## src/rtl/spi_slave_rx.sv

```systemverilog
// SPI slave endpoint: oversamples sclk/cs/mosi in the clk domain, deserialises mosi into words
// and serialises a buffered tx word onto miso. Define SPI_LSB_FIRST_EN for LSB-first bit order.
module spi_slave_rx #(
  parameter int                DATA_W     = 8,
  parameter logic [DATA_W-1:0] DEFAULT_TX = '0
) (
  input  logic              clk,
  input  logic              rst_n,
  input  logic              cpol,
  input  logic              cpha,
  input  logic              sclk,
  input  logic              cs,
  input  logic              mosi,
  output logic              miso,
  input  logic [DATA_W-1:0] tx_data,
  input  logic              tx_valid,
  output logic              tx_ready,
  output logic [DATA_W-1:0] rx_data,
  output logic              rx_valid,
  output logic              busy
);

  localparam int                CNT_W    = (DATA_W > 1) ? $clog2(DATA_W) : 1;
  localparam logic [CNT_W-1:0] LAST_BIT = CNT_W'(DATA_W - 1);

  typedef enum logic {IDLE = 1'b0, ACTIVE = 1'b1} state_t;

  state_t            state_q, state_d;
  logic              sclk_p0, sclk_p1, sclk_p2;
  logic              cs_p0, cs_p1, cs_p2;
  logic              mosi_p0, mosi_p1;
  logic              cpol_q, cpha_q;
  logic [CNT_W-1:0]  bit_cnt;
  logic              miso_en;
  logic              hold_full;
  logic [DATA_W-1:0] hold_data;
  logic [DATA_W-1:0] rx_shift;
  logic [DATA_W-1:0] tx_shift;
  logic [DATA_W-1:0] rx_next;
  logic [DATA_W-1:0] next_tx;
  logic              sclk_rise, sclk_fall, cs_fall, cs_rise;
  logic              lead_edge, trail_edge, sample_edge, shift_edge;
  logic              active, frame_start, sample_evt, shift_evt, word_done, reload;

  function automatic logic [DATA_W-1:0] rx_insert(input logic [DATA_W-1:0] w, input logic b);
`ifdef SPI_LSB_FIRST_EN
    return {b, w[DATA_W-1:1]};
`else
    return {w[DATA_W-2:0], b};
`endif
  endfunction

  function automatic logic [DATA_W-1:0] tx_advance(input logic [DATA_W-1:0] w);
`ifdef SPI_LSB_FIRST_EN
    return {1'b0, w[DATA_W-1:1]};
`else
    return {w[DATA_W-2:0], 1'b0};
`endif
  endfunction

  function automatic logic tx_bit(input logic [DATA_W-1:0] w);
`ifdef SPI_LSB_FIRST_EN
    return w[0];
`else
    return w[DATA_W-1];
`endif
  endfunction

  // Stage p0/p1: two-flop synchronisers; p2: edge-detect history for sclk and cs
  always_ff @(posedge clk or negedge rst_n) begin
    if (!rst_n) begin
      sclk_p0 <= 1'b0;
      sclk_p1 <= 1'b0;
      sclk_p2 <= 1'b0;
      cs_p0   <= 1'b1;
      cs_p1   <= 1'b1;
      cs_p2   <= 1'b1;
      mosi_p0 <= 1'b0;
      mosi_p1 <= 1'b0;
    end else begin
      sclk_p0 <= sclk;
      sclk_p1 <= sclk_p0;
      sclk_p2 <= sclk_p1;
      cs_p0   <= cs;
      cs_p1   <= cs_p0;
      cs_p2   <= cs_p1;
      mosi_p0 <= mosi;
      mosi_p1 <= mosi_p0;
    end
  end

  assign sclk_rise   = sclk_p1 & ~sclk_p2;
  assign sclk_fall   = ~sclk_p1 & sclk_p2;
  assign cs_fall     = ~cs_p1 & cs_p2;
  assign cs_rise     = cs_p1 & ~cs_p2;
  assign lead_edge   = cpol_q ? sclk_fall : sclk_rise;
  assign trail_edge  = cpol_q ? sclk_rise : sclk_fall;
  assign sample_edge = cpha_q ? trail_edge : lead_edge;
  assign shift_edge  = cpha_q ? lead_edge : trail_edge;

  assign active      = (state_q == ACTIVE);
  assign frame_start = (state_q == IDLE) && cs_fall;
  assign sample_evt  = active && sample_edge;
  assign shift_evt   = active && shift_edge;
  assign word_done   = sample_evt && (bit_cnt == LAST_BIT);
  // A word finishing together with cs release must not consume the holding register
  assign reload      = frame_start || (word_done && !cs_rise);
  assign rx_next     = rx_insert(rx_shift, mosi_p1);
  assign next_tx     = hold_full ? hold_data : DEFAULT_TX;

  always_ff @(posedge clk or negedge rst_n) begin
    if (!rst_n) state_q <= IDLE;
    else        state_q <= state_d;
  end

  always_comb begin
    state_d = state_q;
    case (state_q)
      IDLE:    if (cs_fall) state_d = ACTIVE;
      ACTIVE:  if (cs_rise) state_d = IDLE;
      default: state_d = IDLE;
    endcase
  end

  // Stage p3: frame control, word completion and tx holding register state
  always_ff @(posedge clk or negedge rst_n) begin
    if (!rst_n) begin
      cpol_q    <= 1'b0;
      cpha_q    <= 1'b0;
      bit_cnt   <= '0;
      miso_en   <= 1'b0;
      hold_full <= 1'b0;
      rx_data   <= '0;
      rx_valid  <= 1'b0;
    end else begin
      rx_valid <= word_done;
      if (word_done) rx_data <= rx_next;

      if (frame_start) begin
        cpol_q  <= cpol;
        cpha_q  <= cpha;
        bit_cnt <= '0;
      end else if (sample_evt) begin
        bit_cnt <= word_done ? '0 : bit_cnt + CNT_W'(1);
      end

      // cpha=1 keeps miso low until the first leading edge of the frame
      if (frame_start)             miso_en <= ~cpha;
      else if (active && cs_rise)  miso_en <= 1'b0;
      else if (shift_evt)          miso_en <= 1'b1;

      if (reload && hold_full)          hold_full <= 1'b0;
      else if (tx_valid && !hold_full)  hold_full <= 1'b1;
    end
  end

  // The first shift edge of each word presents the freshly loaded bit rather than advancing
  always_ff @(posedge clk) begin
    if (sample_evt) rx_shift <= rx_next;
    if (reload)                            tx_shift <= next_tx;
    else if (shift_evt && bit_cnt != '0)   tx_shift <= tx_advance(tx_shift);
    if (tx_valid && !hold_full) hold_data <= tx_data;
  end

  assign tx_ready = ~hold_full;
  assign busy     = active;
  assign miso     = active && miso_en && tx_bit(tx_shift);

endmodule

```

## config.mk

```make
export PLATFORM = sky130hd
export DESIGN_NAME = spi_slave_rx
export DESIGN_NICKNAME = d
export VERILOG_FILES = /design/src/rtl/spi_slave_rx.sv
export SDC_FILE = /design/constraint.sdc
export NUM_CORES = 1
export LEC_CHECK = 0
export CORE_ASPECT_RATIO = 1.1
export CORE_MARGIN = 5
export CORE_UTILIZATION = 59
export CTS_BUF_LIST = sky130_fd_sc_hd__clkbuf_2
export DETAILED_ROUTE_END_ITERATION = 6
export PLACE_DENSITY = 0.95
export RECOVER_POWER = 100
export SLEW_MARGIN = 30
export SYNTH_ARGS = -nofsm -noshare
export SYNTH_HDL_FRONTEND = slang
export SYNTH_SLANG_ARGS = --single-unit
```

## constraint.sdc

```tcl
create_clock -name clk -period 4.2 [get_ports clk]
set_input_delay 0.42 -clock clk [delete_from_list [all_inputs] [get_ports clk]]
set_output_delay 0.42 -clock clk [all_outputs]
set_load 0.02 [all_outputs]
```

==> metrics.md <==
| Metric | Value |
|---|---|
| GPL Wtd Cong | `0.792` |
| Slew margin rel. | `0.112` |
| Distinct cells, synth | `24` |
| DIE HEIGHT | `68.6 µm` |
| Mapped Area | `about 0.0018 mm²` |
| H-tree depth | `2` |
| Crit. End Element | `register` |
| TNS Setup | `0 ps` |
| Most frequent cells in the layout | `dlygate4sd3_1, edfxtp_1, dfrtp_1` |
| Yosys warnings | `0` |
| Clock Latency Late Sink | `approximately 400 ps` |
| Drt pass-1 iters | `4` |
| I/O Pins | `28` |
| Total die area | `0.00434 mm²` |
| Leakage | `0.958 nW` |
| Starting density of the core | `0.610` |
| Synth area leaders | `edfxtp_1, dfrtp_1, mux2_2, mux2i_1, dfstp_2` |
| # nets final | `172` |
| Core area | `0.00302 mm²` |
| Commonest non-fill, non-tap cell in the layout | `dlygate4sd3_1` |
| Antenna violations before repair | `0` |
| Vias in the first global route | `about 1.1k` |
| Routed WL per cell | `around 16 µm` |
| Period minus WS final | `around 3100 ps` |
| Largest net degree at the start of global routing | `26` |
| Run status | `completed` |
| Max frequency | `323 MHz` |
| Reg clk slew, reported paths | `230 ps` |
| Yosys top cell area share | `0.375` |
| Via-to-Cell Ratio | `5.42` |
| Worst reg-to-reg setup slack | `between 1000 and 1500 ps` |
| RSZ-0062 raised after global routing | `no` |
| DRC | `0` |
| Clk sinks | `48` |
| Port-buffer cells | `27` |
| Worst path arrival time | `3180 ps` |
| Critical path class | `register to register` |
| Synth area leader | `edfxtp_1` |
| Syn-to-layout area delta | `17.3%` |
| Post-synthesis area per instance | `15.3 µm²` |
| Detailed-route wire length | `2920 µm` |
| CTS tree | `yes` |
| Pwr dens | `462 mW/mm²` |
| Vias | `1019` |
| Initial DRC count | `28` |
| Worst Clk Skew | `20.8 ps` |
| Fin. max-slew vios | `0` |
| Max VDD drop | `0.313 mV` |
| Crit path required time | `4280 ps` |
| Measured slew at the worst slew-check pin | `1330 ps` |
| Tcrit/Tclk final | `0.738` |
| Final hold viol count | `0` |
| Hpwl dp | `2160 µm` |
| Max cap viols | `0` |
| First-pass GRT wire length | `4910 µm` |
| Width of the die | `63.3 µm` |
| Post-route ant nets | `0` |
| Syn nets | `139` |
| Final setup viols | `0` |
| Final core occ | `0.715` |
| GRT Util Overall | `0.149` |
| Remaining Overflow, GRT | `0` |
| CTS Buf Count | `5` |
| Maximum clock insertion buffer count | `2` |
| Number of fill cells in the layout | `between 150 and 200` |
| Worst Path Max Fanout | `15` |
| Type of the most critical hold path | `register to register` |
| Gate Count Post-Synth | `120` |
| Clock root buffer master | `clkbuf_2` |
| Crit start category | `register` |
| #FFs+latches synth | `48` |
| Sequential area share after synthesis | `0.717` |
| Rows | `21` |
| Antenna Cells | `0` |
| # Post-CTS Setup Buffers | `0` |
| Share of cells above drive strength 1 | `0.117` |
[path summary, 6_finish.rpt]
kind                       startpoint          end  depth (start not counted)
setup / recovery               cpol_q  tx_shift[1]                          4
hold reg to reg                 cs_p0        cs_p1                          0
max in group asynchronous       rst_n         busy                          2
min in group asynchronous       rst_n   rx_data[6]                          2
setup reg to reg               cpol_q  tx_shift[1]                          4
hold / removal                  cs_p0        cs_p1                          0
[Yosys cell counts]
| master | count |
|---|---|
| a21oi_1 | 1 |
| a31o_1 | 2 |
| and3_1 | 2 |
| buf_6 | 1 |
| clkbuf_1 | 1 |
| dfrtp_1 | 22 |
| dfstp_2 | 3 |
| edfxtp_1 | 23 |
| ha_1 | 3 |
| inv_1 | 11 |
| mux2_2 | 10 |
| mux2i_1 | 8 |
| mux2i_4 | 1 |
| nand2_1 | 11 |
| nand2_2 | 1 |
| nand2b_1 | 5 |
| nand3b_1 | 3 |
| nor2_1 | 4 |
| nor2b_1 | 1 |
| o21ai_0 | 2 |
| o21bai_1 | 1 |
| o22ai_1 | 1 |
| o31ai_1 | 2 |
| xor2_2 | 1 |
[cell type report]
cell class	instances	area, µm²	area share
clock buffers	6	30.0	0.0139
clock inverters	2	10.0	0.00463
inverters	11	41.3	0.0191
multi-input cells	59	443	0.205
flip-flops and latches	48	1320	0.611
well taps	34	42.5	0.0197
repair buffers	28	274	0.127
[worst max-delay path, stage by stage (launching register included)]
cell and delay [ps]:
dfrtp_1 450, xor2_1 260, mux2i_1 1070, a31o_1 600, a31o_1 400
[kinds of logic after synthesis]
family / synth area share
flops: 0.717
simple gates: 0.0734
mux: 0.117
buf+inv: 0.0306
compound gates: 0.0333
fa+ha+maj: 0.0204
xor+xnor: 0.00883
[report_power, final]
group | internal [mW] | total [mW] | switching, mW
clock network | 0.0426 | 0.179 | 0.136
registers | 0.578 | 0.623 | 0.0458
logic | 0.0875 | 0.197 | 0.110
[flip-flops by register name, indices dropped and copies added (netlist names)]
signal / count
bit_cnt: 3
busy: 1
cpha_q: 1
cpol_q: 1
cs_p0: 1
cs_p1: 1
cs_p2: 1
hold_data: 8
hold_full: 1
miso_en: 1
mosi_p0: 1
mosi_p1: 1
rx_data: 8
rx_shift: 7
rx_valid: 1
sclk_p0: 1
sclk_p1: 1
sclk_p2: 1
tx_shift: 8
[per-layer routing]
layer  up-vias  GRT usage  share of wire
met4         0     0.0649          0.021
met1       501      0.175           0.41
met3         7     0.0324          0.043
li1        479          -              -
met5         -          0              0
met2        32      0.265           0.53
[per-stage QoR]
stage	area, µm²	hold slack (ps)	cells	worst slack, ps	power (mW)
2_1_floorplan	1840	124	120	2150	0.763
3_3_place_gp	2140	334	179	1840	0.830
3_5_place_dp	2130	338	179	1670	0.852
4_1_cts	2180	373	188	1620	1.03
5_1_grt	2160	383	188	933	1.06
6_report	2160	379	188	1100	0.999
[timing repair]
| action | CTS | global route |
|---|---|---|
| endpoints found under the hold margin | 22 | 0 |
| resized for setup | 0 | 0 |
| hold buffers | 1 | 0 |
(Power assumes the default switching activity.)
